## src/rtl/ram_stream_reader.sv

```systemverilog
// Streams a contiguous RAM window out as valid/ready beats.
// A 2-entry buffer absorbs the RAM's fixed 1-cycle read latency.
module ram_stream_reader #(
  parameter int ADDR_WIDTH = 12,
  parameter int DATA_WIDTH = 64,
  parameter int LEN_WIDTH  = 13
) (
  input  logic                  clk,
  input  logic                  rst,
  input  logic                  start,
  input  logic [ADDR_WIDTH-1:0] base_addr,
  input  logic [LEN_WIDTH-1:0]  len,
  output logic                  busy,
  output logic                  done,
  output logic                  ram_rd_en,
  output logic [ADDR_WIDTH-1:0] ram_addr,
  input  logic [DATA_WIDTH-1:0] ram_dout,
  output logic                  m_valid,
  input  logic                  m_ready,
  output logic [DATA_WIDTH-1:0] m_data,
  output logic                  m_last
);

  localparam logic [1:0] S_IDLE  = 2'd0;
  localparam logic [1:0] S_RUN   = 2'd1;
  localparam logic [1:0] S_DRAIN = 2'd2;
  localparam logic [1:0] S_DONE  = 2'd3;

  logic [1:0]            state;
  logic [ADDR_WIDTH-1:0] base_q;
  logic [LEN_WIDTH-1:0]  len_q;
  logic [LEN_WIDTH-1:0]  issued;
  logic [LEN_WIDTH-1:0]  sent;
  logic [LEN_WIDTH-1:0]  len_m1;
  logic                  inflight;
  logic [1:0]            occ;
  logic [DATA_WIDTH-1:0] ent0;
  logic [DATA_WIDTH-1:0] ent1;
  logic                  pop;
  logic                  push;
  logic                  credit;
  logic                  issue;

  assign len_m1  = len_q - LEN_WIDTH'(1);
  assign m_valid = (occ != 2'd0);
  assign m_data  = ent0;
  assign m_last  = m_valid && (sent == len_m1);
  assign pop     = m_valid & m_ready;
  assign push    = inflight;

  // A pop this cycle frees a slot, so it counts toward the credit.
  assign credit = ({1'b0, occ} + {2'b00, inflight})
                < (3'd2 + {2'b00, pop});

  assign issue = (state == S_RUN)
              && (issued != len_q)
              && credit;

  assign ram_rd_en = issue;
  assign ram_addr  = issue
                   ? base_q + ADDR_WIDTH'(issued)
                   : '0;

  assign busy = (state == S_RUN) || (state == S_DRAIN);
  assign done = (state == S_DONE);

  always_ff @(posedge clk) begin
    if (rst) begin
      state    <= S_IDLE;
      base_q   <= '0;
      len_q    <= '0;
      issued   <= '0;
      sent     <= '0;
      inflight <= 1'b0;
    end else begin
      inflight <= issue;
      if (issue) issued <= issued + LEN_WIDTH'(1);
      if (pop)   sent   <= sent + LEN_WIDTH'(1);
      case (state)
        S_IDLE: begin
          if (start) begin
            base_q <= base_addr;
            len_q  <= len;
            issued <= '0;
            sent   <= '0;
            state  <= (len == '0) ? S_DONE : S_RUN;
          end
        end
        S_RUN: begin
          if (issue && issued == len_m1)
            state <= S_DRAIN;
        end
        S_DRAIN: begin
          if (pop && sent == len_m1)
            state <= S_DONE;
        end
        S_DONE:  state <= S_IDLE;
        default: state <= S_IDLE;
      endcase
    end
  end

  always_ff @(posedge clk) begin
    if (rst) begin
      occ  <= 2'd0;
      ent0 <= '0;
      ent1 <= '0;
    end else begin
      case ({push, pop})
        2'b10: begin
          if (occ == 2'd0) ent0 <= ram_dout;
          else             ent1 <= ram_dout;
          occ <= occ + 2'd1;
        end
        2'b01: begin
          ent0 <= ent1;
          occ  <= occ - 2'd1;
        end
        2'b11: begin
          if (occ == 2'd2) begin
            ent0 <= ent1;
            ent1 <= ram_dout;
          end else begin
            ent0 <= ram_dout;
          end
        end
        default: ;
      endcase
    end
  end

endmodule

```

## config.mk

```make
export PLATFORM = sky130hd
export DESIGN_NAME = ram_stream_reader
export DESIGN_NICKNAME = d
export VERILOG_FILES = /design/src/rtl/ram_stream_reader.sv
export SDC_FILE = /design/constraint.sdc
export NUM_CORES = 1
export LEC_CHECK = 0
export ABC_CLOCK_PERIOD_IN_PS = 9100
export BUFFER_PORTS_ARGS = -buffer_cell sky130_fd_sc_hd__buf_2
export CAP_MARGIN = 10
export CORE_MARGIN = 2
export CORE_UTILIZATION = 50
export CTS_CLUSTER_SIZE = 25
export DETAILED_ROUTE_END_ITERATION = 7
export GPL_TIMING_DRIVEN = 0
export PLACE_DENSITY = 0.73
export SLEW_MARGIN = 20
export SYNTH_ARGS = -nofsm -noshare
export SYNTH_HDL_FRONTEND = slang
export SYNTH_SLANG_ARGS = --single-unit
```

## constraint.sdc

```tcl
create_clock -name clk -period 9.1 [get_ports clk]
set_clock_uncertainty 0.15 [all_clocks]
set_input_delay 0.91 -clock clk [delete_from_list [all_inputs] [get_ports clk]]
set_output_delay 0.91 -clock clk [all_outputs]
set_load 0.05 [all_outputs]
```

==> results.txt, run 1 <==
sw power -> 0.00136 W
P_int -> 0.00174 W
Synth Instances -> 1,079
Max stage delay on crit path -> 0.44 ns
Post-Syn Nets -> 1,197
largest family of logic cells by synthesized area -> simple AND/OR/NAND/NOR gates
syn avg cell area -> 7.96 µm²
flop2flop setup slack -> 5.58 ns
setup violators final -> 0
final slew viol count -> 0
CP Launch Type -> flop
Distinct cells, synth -> 58
first-pass GRT wire length -> 38.9 mm
most numerous cell in the Yosys netlist -> nand2_1
clock root cell -> clkbuf_16
Initial DRC Count -> 540
unrepaired setup endpoints after global routing -> false
final WL -> 24.2 mm
Compound-Gate Fraction of Synth Area -> 0.165
Setup CP Type -> reg -> out
vias in the first global route -> 7,916
ANT nets after route -> 0
Critical R2R Capture -> state[1]
Top Ports -> 174
critical path arrival -> 3.40 ns
power share of the clock group -> 0.243
via/cell ratio -> 5.62
Worst-Margin Slew -> 1.05 ns
TritonRoute pass-1 iters -> 5
Clock Latency Late Sink -> 0.43 ns
CTS sink cnt -> 184
post-synthesis mux area share -> 0.00248
number of enable flip-flop cells after synthesis -> 0
xor-xnor portion of the synthesized cell area -> 0.0734
share of post-route cells with drive strength above 1 -> 0.169
Syn Std Cell Area -> 8590 µm²
die area -> 18,200 µm²
LEAKAGE -> 4.11 nW
hold path cells -> 2
total vias in the final route -> 8,468
Post-Synth Adder-Cell Area -> 0.0373
#FFs+latches synth -> 184
Hold WS -> 0.304 ns
Setup crit end kind -> output port
HPWL Detailed -> 17.9 mm
Wirelength per Cell -> 16.1 µm
Die H -> 135 µm
CTS tree -> done
num rows -> 47
Warnings, synthesis -> 0
drt drc -> 0
CTS resizes -> 0
switching power share of the total -> 0.438
simple-gate share of the synthesized area -> 0.247
delay-heaviest family, CP -> buffers and inverters
Die Wd -> 135 µm
pwr dens -> 300 nW/µm²
endpoints failing hold -> 0
sequential cell fraction of total power -> 0.334
hold crit path type -> reg -> reg
total negative slack -> 0 ns
hold path start -> ent1[19]
# port buffers -> 172
leading area contributor after synthesis -> dfxtp_1
initial core utilization -> 0.514
post-synth top area share -> 0.429
slowest stage cell, crit path -> clkbuf_1
RePlAce Congestion -> 0.877
global-route usage over all layers -> 0.266
R2R cell count -> 12
post-layout minimum cycle time -> 4.46 ns
FILL cells -> 1,504
TritonCTS Buffers -> 17
Max VDD drop -> 0.186 mV
buffer depth of the longest clock path -> 2
Seq/Total Area, Yosys -> 0.429
crit path cell chain -> clkbuf_1 > inv_1 > ha_1 > clkbuf_1 > xnor2_1 > xnor2_1 > nor4_1 > o211ai_1 > nor4_4 > nand3_1 > nor2_1 > buf_2
worst r2r src -> len_q[1]
initial antenna violation count -> 5
worst-path maximum fanout -> 10
status -> finished, final reports clean
max-cap violation count -> 0
postcts setup bufs -> 0
H-tree depth -> 4
main area contributors after synthesis -> dfxtp_1 43%, nand2_1 9.0%, a221oi_1 6.6%, a21oi_1 6.1%, nor2_1 5.4%
Synth async-reset ratio -> 0
CTS clk-pin slew, worst paths -> 0.07 ns
largest net degree at the start of global routing -> 17
Top FF cell, synth -> dfxtp_1
P&R area growth vs syn -> 20.4%
Worst Path Required -> 8.04 ns
NumNets Final -> 1,389
hold endpoint -> ent1[19]
CORE AREA -> 16,700 µm²
grt total ovfl -> 0
Hold Buf Count CTS -> 0
Max Fclk -> 224 MHz
Combinational Power Share -> 0.423
Final period util -> 0.491
Rel. slew slack -> 0.280
CP Buf/Inv Count -> 4
Synth top cells by count -> 206 x nand2_1, 184 x dfxtp_1, 124 x nor2_1, 105 x a21oi_1, 78 x clkbuf_1
[layout make-up]
type                       instances  area [µm²]  area share
tap                              220         275      0.0266
antenna                            2        5.00    0.000484
sequential                       184        3680       0.356
multi-input combinational        795        4520       0.437
clock buffer                      24         492      0.0475
timing repair buffer             173         868      0.0840
clock inverter                     8         110      0.0106
buffer                            85         335      0.0324
inverter                          15        56.3     0.00544
[how the worst max path moves through the flow]
stage          slack, ns      endpoint  cells past startpoint       from
6_report            4.64        m_last                     12   len_q[1]
5_1_grt             4.36        m_last                     12   len_q[1]
4_1_cts             4.66        m_last                     12   len_q[1]
3_5_place_dp        5.16        m_last                     12   len_q[1]
3_3_place_gp        4.92      ent1[18]                      9    m_ready
2_1_floorplan       5.23  ram_addr[10]                     10  issued[0]
[power by group through the flow]
stage | Clock, W | Sequential [W] | Combinational, W
detailed placement | 0 | 0.00105 | 0.00131
global placement | 0 | 0.00105 | 0.00130
floorplan | 0 | 0.00142 | 0.000602
global route | 0.000794 | 0.00105 | 0.00142
CTS | 0.000762 | 0.00103 | 0.00131
finish | 0.000754 | 0.00103 | 0.00131
[layout by cell type, fill, tap and decap left out, drive strengths merged, types with 2 or more instances in the layout]
master | synthesis | final
nor3b | 4 | 4
ha | 24 | 24
buf | 7 | 180
diode | 0 | 2
a21oi | 107 | 107
nor2 | 124 | 124
xor2 | 34 | 34
or4 | 2 | 2
bufinv | 0 | 2
and2 | 6 | 6
and3 | 6 | 6
nand3 | 14 | 14
o211ai | 3 | 3
or3 | 9 | 9
a21o | 5 | 5
nand3b | 3 | 3
nand4 | 10 | 10
nor4 | 8 | 8
nor3 | 77 | 77
nor2b | 2 | 2
nand2b | 5 | 5
inv | 15 | 17
a211oi | 2 | 2
nand2 | 206 | 206
clkbuf | 78 | 102
o2111ai | 2 | 2
a41oi | 2 | 2
a221oi | 65 | 65
xnor2 | 38 | 38
o21a | 2 | 2
o21ai | 17 | 17
dfxtp | 184 | 184
clkinv | 0 | 3
[tightest hold or removal path: cells and delay by family (launching register included)]
kind / cells / cell delay [ns]
AND/OR/NAND/NOR: 1 / 0.05
flip-flops: 1 / 0.31
AO/OA/AOI/OAI: 1 / 0.05
[registers in the layout, summed over array words and instances, names as in the netlist]
register	flops
len_q	13
occ	2
ent1	64
inflight	1
base_q	12
sent	13
state	2
m_data	64
issued	13
[metal layers]
layer | wire length, µm | share of wire | track usage | vias up
met5 | 27 | 0.0011 | 0 | -
met4 | 654 | 0.027 | 0.106 | 4
met3 | 1830 | 0.075 | 0.0751 | 58
met2 | 11300 | 0.47 | 0.427 | 292
met1 | 10400 | 0.43 | 0.340 | 3994
li1 | - | - | - | 4120
[cells by family after synthesis]
logic type | Yosys count
simple gates | 480
compound gates | 216
flops | 184
buf+inv | 100
xor+xnor | 72
fa+ha+maj | 25
mux | 2
[through the flow]
step           cell area, µm²  worst slack, ns  total power, W  cells   util
2_1_floorplan            8590             5.23         0.00203   1079      -
3_3_place_gp             9720             4.92         0.00234   1471  0.582
3_5_place_dp             9740             5.16         0.00236   1472  0.583
4_1_cts                 10300             4.66         0.00311   1504  0.619
5_1_grt                 10300             4.36         0.00326   1505  0.619
6_report                10300             4.64         0.00310   1506  0.619
(Power assumes the default switching activity.)
==> inputs of run 2 (changes only) <==
--- a/config.mk
+++ b/config.mk
@@ -5,7 +5,7 @@
 export SDC_FILE = /design/constraint.sdc
 export NUM_CORES = 1
 export LEC_CHECK = 0
-export ABC_CLOCK_PERIOD_IN_PS = 9100
+export ABC_CLOCK_PERIOD_IN_PS = 4000
 export BUFFER_PORTS_ARGS = -buffer_cell sky130_fd_sc_hd__buf_2
 export CAP_MARGIN = 10
 export CORE_MARGIN = 2
@@ -13,7 +13,7 @@
 export CTS_CLUSTER_SIZE = 25
 export DETAILED_ROUTE_END_ITERATION = 7
 export GPL_TIMING_DRIVEN = 0
-export PLACE_DENSITY = 0.73
+export PLACE_DENSITY = 0.76
 export SLEW_MARGIN = 20
 export SYNTH_ARGS = -nofsm -noshare
 export SYNTH_HDL_FRONTEND = slang
==> constraint.sdc (replaced) <==
create_clock -name clk -period 4 [get_ports clk]
set_clock_uncertainty 0.15 [all_clocks]
set_input_delay 0.4 -clock clk [delete_from_list [all_inputs] [get_ports clk]]
set_output_delay 0.4 -clock clk [all_outputs]
set_load 0.05 [all_outputs]
==> results.txt, run 2 (synthesis gave the netlist of run 1 again) <==
die area -> 18,200 µm²
worst-path maximum fanout -> 10
post-route setup slack -> 0.220 ns
critical path arrival -> 3.23 ns
P&R area growth vs syn -> 20.5%
FILL cells -> 1,508
Worst-Margin Slew -> 1.12 ns
CTS clk-pin slew, worst paths -> 0.07 ns
pwr dens -> 681 nW/µm²
CTS tree -> done
most frequent cells in the layout -> 206 x nand2_1, 184 x dfxtp_1, 176 x buf_2
CORE AREA -> 16,700 µm²
Critical R2R Capture -> m_data[53]
Die H -> 135 µm
final WL -> 24.4 mm
hold path cells -> 3
worst r2r src -> occ[0]
hold path start -> base_addr[4]
largest net degree at the start of global routing -> 19
# port buffers -> 172
post-layout minimum cycle time -> 3.78 ns
total negative slack -> 0 ns
initial core utilization -> 0.514
P_int -> 0.00387 W
H-tree depth -> 4
via/cell ratio -> 5.61
ANT nets after route -> 0
hold endpoint -> base_q[4]
LEAKAGE -> 4.11 nW
CP Launch Type -> flop
worst slack, placed -> 0.418 ns
final slew viol count -> 0
num rows -> 47
max-cap violation count -> 0
clock root cell -> clkbuf_16
status -> finished, final reports clean
TritonCTS Buffers -> 17
Final period util -> 0.945
Hold Buf Count CTS -> 0
share of post-route cells with drive strength above 1 -> 0.174
Max Fclk -> 265 MHz
endpoints failing hold -> 0
R2R cell count -> 9
hold crit path type -> in -> reg
Wirelength per Cell -> 16.2 µm
drt drc -> 0
initial antenna violation count -> 3
utilization after layout -> 0.620
grt total ovfl -> 0
commonest non-fill, non-tap cell in the layout -> nand2_1
sequential cell fraction of total power -> 0.335
Top Ports -> 174
first-pass GRT wire length -> 39.0 mm
Hold WS -> 0.0540 ns
total vias in the final route -> 8,439
Rel. slew slack -> 0.255
Initial DRC Count -> 742
global-route usage over all layers -> 0.265
Clock Latency Late Sink -> 0.44 ns
CTS sink cnt -> 184
RePlAce Congestion -> 0.880
Combinational Power Share -> 0.426
setup violators final -> 0
Setup CP Type -> reg -> out
Worst Path Required -> 3.45 ns
Setup crit end kind -> output port
Max VDD drop -> 0.446 mV
vias in the first global route -> 7,798
placed insts -> 1,471
buffer depth of the longest clock path -> 2
switching power share of the total -> 0.451
power share of the clock group -> 0.240
Die Wd -> 135 µm
NumNets Final -> 1,387
flop2flop setup slack -> 0.51 ns
HPWL Detailed -> 17.8 mm
CTS resizes -> 0
postcts setup bufs -> 0
sw power -> 0.00318 W
unrepaired setup endpoints after global routing -> false
non-filler cells, final -> 1,504
TritonRoute pass-1 iters -> 5
## run 2: metal layers
metal | up-vias | routed length, µm | GRT usage
li1 | 4130 | - | -
met1 | 3951 | 10400 | 0.347
met2 | 319 | 11600 | 0.428
met3 | 37 | 1910 | 0.0664
met4 | 2 | 519 | 0.0897
met5 | - | 13 | 0
## run 2: worst max-delay path: stages, from the launching register on
cell,delay [ns]
dfxtp_1,0.58
inv_1,0.09
ha_1,0.19
clkbuf_1,0.21
xnor2_1,0.33
xnor2_1,0.11
nor4_1,0.32
o211ai_1,0.19
nor4_4,0.26
nand3_1,0.10
nor2_1,0.13
buf_2,0.28
## run 2: worst max path at each step
| stage | cells after the start | from | to |
|---|---|---|---|
| 2_1_floorplan | 10 | issued[0] | ram_addr[10] |
| 3_3_place_gp | 9 | occ[0] | ent1[18] |
| 3_5_place_dp | 9 | occ[0] | m_data[53] |
| 4_1_cts | 12 | len_q[0] | m_last |
| 5_1_grt | 9 | len_q[6] | m_last |
| 6_report | 11 | len_q[1] | m_last |
## run 2: final cells by class
cell class	count	area, µm²	share of cell area
multi-input combinational	795	4530	0.438
timing repair buffer	172	861	0.0832
inverter	15	56.3	0.00544
antenna	2	5.00	0.000484
buffer	84	333	0.0322
clock buffer	18	439	0.0424
tap	220	275	0.0266
sequential	184	3680	0.356
clock inverter	14	161	0.0156
## run 2: per-stage QoR
| stage | area (µm²) | total power [W] |
|---|---|---|
| finish | 10300 | 0.00705 |
| global route | 10300 | 0.00742 |
| CTS | 10300 | 0.00706 |
| detailed placement | 9730 | 0.00537 |
| global placement | 9720 | 0.00532 |
| floorplan | 8590 | 0.00461 |
## run 2: power groups by stage
stage	registers [W]	logic [W]	clock network [W]
after floorplan	0.00324	0.00137	0
after global placement	0.00238	0.00294	0
after detailed placement	0.00239	0.00297	0
after CTS	0.00235	0.00299	0.00171
after global routing	0.00240	0.00323	0.00179
final	0.00236	0.00300	0.00169
==> inputs of run 3 (changes only) <==
--- a/config.mk
+++ b/config.mk
@@ -13,6 +13,7 @@
 export CTS_CLUSTER_SIZE = 25
 export DETAILED_ROUTE_END_ITERATION = 7
 export GPL_TIMING_DRIVEN = 0
+export MAX_ROUTING_LAYER = met4
 export PLACE_DENSITY = 0.76
 export SLEW_MARGIN = 20
 export SYNTH_ARGS = -nofsm -noshare
==> results.txt, run 3 (synthesis gave the netlist of run 1 again) <==
# port buffers -> 172
hold crit path type -> in -> reg
global-route usage over all layers -> 0.273
commonest non-fill, non-tap cell in the layout -> nand2_1
Die H -> 135 µm
most frequent cells in the layout -> 206 x nand2_1, 184 x dfxtp_1, 176 x buf_2
flop2flop setup slack -> 0.52 ns
critical path arrival -> 3.23 ns
Critical R2R Capture -> m_data[53]
Setup crit end kind -> output port
power share of the clock group -> 0.240
Worst Path Required -> 3.45 ns
setup violators final -> 0
Clock Latency Late Sink -> 0.43 ns
Top Ports -> 174
endpoints failing hold -> 0
CTS tree -> done
RePlAce Congestion -> 0.894
switching power share of the total -> 0.451
via/cell ratio -> 5.60
CP Launch Type -> flop
status -> finished, final reports clean
LEAKAGE -> 4.11 nW
buffer depth of the longest clock path -> 2
CTS sink cnt -> 184
max-cap violation count -> 0
Setup CP Type -> reg -> out
vias in the first global route -> 7,820
placed insts -> 1,471
CORE AREA -> 16,700 µm²
hold path cells -> 3
P_int -> 0.00387 W
Max VDD drop -> 0.446 mV
first-pass GRT wire length -> 39.0 mm
Worst-Margin Slew -> 1.10 ns
H-tree depth -> 4
Hold Buf Count CTS -> 0
post-layout minimum cycle time -> 3.78 ns
unrepaired setup endpoints after global routing -> false
Initial DRC Count -> 764
grt total ovfl -> 0
R2R cell count -> 9
final slew viol count -> 0
CTS clk-pin slew, worst paths -> 0.07 ns
pwr dens -> 681 nW/µm²
largest net degree at the start of global routing -> 19
total vias in the final route -> 8,431
initial antenna violation count -> 3
Rel. slew slack -> 0.268
TritonCTS Buffers -> 17
total negative slack -> 0 ns
sequential cell fraction of total power -> 0.335
TritonRoute pass-1 iters -> 5
hold path start -> base_addr[4]
non-filler cells, final -> 1,505
FILL cells -> 1,508
clock root cell -> clkbuf_16
Die Wd -> 135 µm
share of post-route cells with drive strength above 1 -> 0.174
worst r2r src -> occ[0]
Combinational Power Share -> 0.425
Final period util -> 0.945
initial core utilization -> 0.514
num rows -> 47
Max Fclk -> 264 MHz
HPWL Detailed -> 17.8 mm
sw power -> 0.00318 W
final WL -> 24.3 mm
drt drc -> 0
ANT nets after route -> 0
Wirelength per Cell -> 16.2 µm
hold endpoint -> base_q[4]
die area -> 18,200 µm²
P&R area growth vs syn -> 20.5%
NumNets Final -> 1,387
worst-path maximum fanout -> 10
-- run 3: cell types whose count changed in the layout (fill, tap and decap cells not counted), sizes merged --
cell	delta
diode	+1
-- run 3: metrics by stage --
step | cell area (µm²) | utilization | setup slack [ns] | hold WS, ns | total power [W]
floorplan | 8590 | - | 0.641 | 0.286 | 0.00461
global placement | 9720 | 0.582 | 0.324 | 0.290 | 0.00532
detailed placement | 9730 | 0.582 | 0.418 | 0.296 | 0.00537
CTS | 10300 | 0.618 | 0.0572 | 0.0420 | 0.00706
global route | 10300 | 0.620 | 0.0410 | 0.0516 | 0.00742
finish | 10300 | 0.620 | 0.219 | 0.0553 | 0.00705
-- run 3: routing by layer --
metal | GRT usage | up-vias | wire length (µm)
li1 | - | 4133 | -
met1 | 0.346 | 3956 | 10400
met2 | 0.430 | 311 | 11600
met3 | 0.0642 | 31 | 1930
met4 | 0.0897 | 0 | 431
met5 | - | - | 0
-- run 3: how the worst max path moves through the flow --
stage                   start            to  slack [ns]  depth (start not counted)
finish               len_q[1]        m_last        0.22                         11
global placement       occ[0]      ent1[18]        0.32                          9
global route         len_q[6]        m_last        0.04                          9
floorplan           issued[0]  ram_addr[10]        0.64                         10
detailed placement     occ[0]    m_data[53]        0.42                          9
CTS                  len_q[0]        m_last        0.06                         12
-- run 3: power groups by stage --
stage / sequential [W] / clock [W] / combinational (W)
6_report: 0.00236 / 0.00169 / 0.00300
5_1_grt: 0.00240 / 0.00179 / 0.00323
4_1_cts: 0.00235 / 0.00171 / 0.00299
3_5_place_dp: 0.00239 / 0 / 0.00297
3_3_place_gp: 0.00238 / 0 / 0.00294
2_1_floorplan: 0.00324 / 0 / 0.00137
-- run 3: repair_timing --
action,CTS,global route
buffers inserted,0,0
resized for setup,0,4
endpoints found under the setup margin,0,2
-- run 3: cell type report --
type / instances / area [µm²] / share of cell area
Clock inverter: 14 / 161 / 0.0156
Antenna cell: 3 / 7.51 / 0.000725
Buffer: 84 / 333 / 0.0322
Timing Repair Buffer: 172 / 861 / 0.0832
Clock buffer: 18 / 439 / 0.0424
Sequential cell: 184 / 3680 / 0.356
Multi-Input combinational cell: 795 / 4530 / 0.438
Inverter: 15 / 56.3 / 0.00544
Tap cell: 220 / 275 / 0.0266
-- run 3: critical path, stage by stage, from the launching register on --
cell and delay [ns]:
dfxtp_1 0.58, inv_1 0.09, ha_1 0.19, clkbuf_1 0.21
xnor2_1 0.33, xnor2_1 0.11, nor4_1 0.33, o211ai_1 0.20
nor4_4 0.26, nand3_1 0.10, nor2_1 0.13, buf_2 0.28
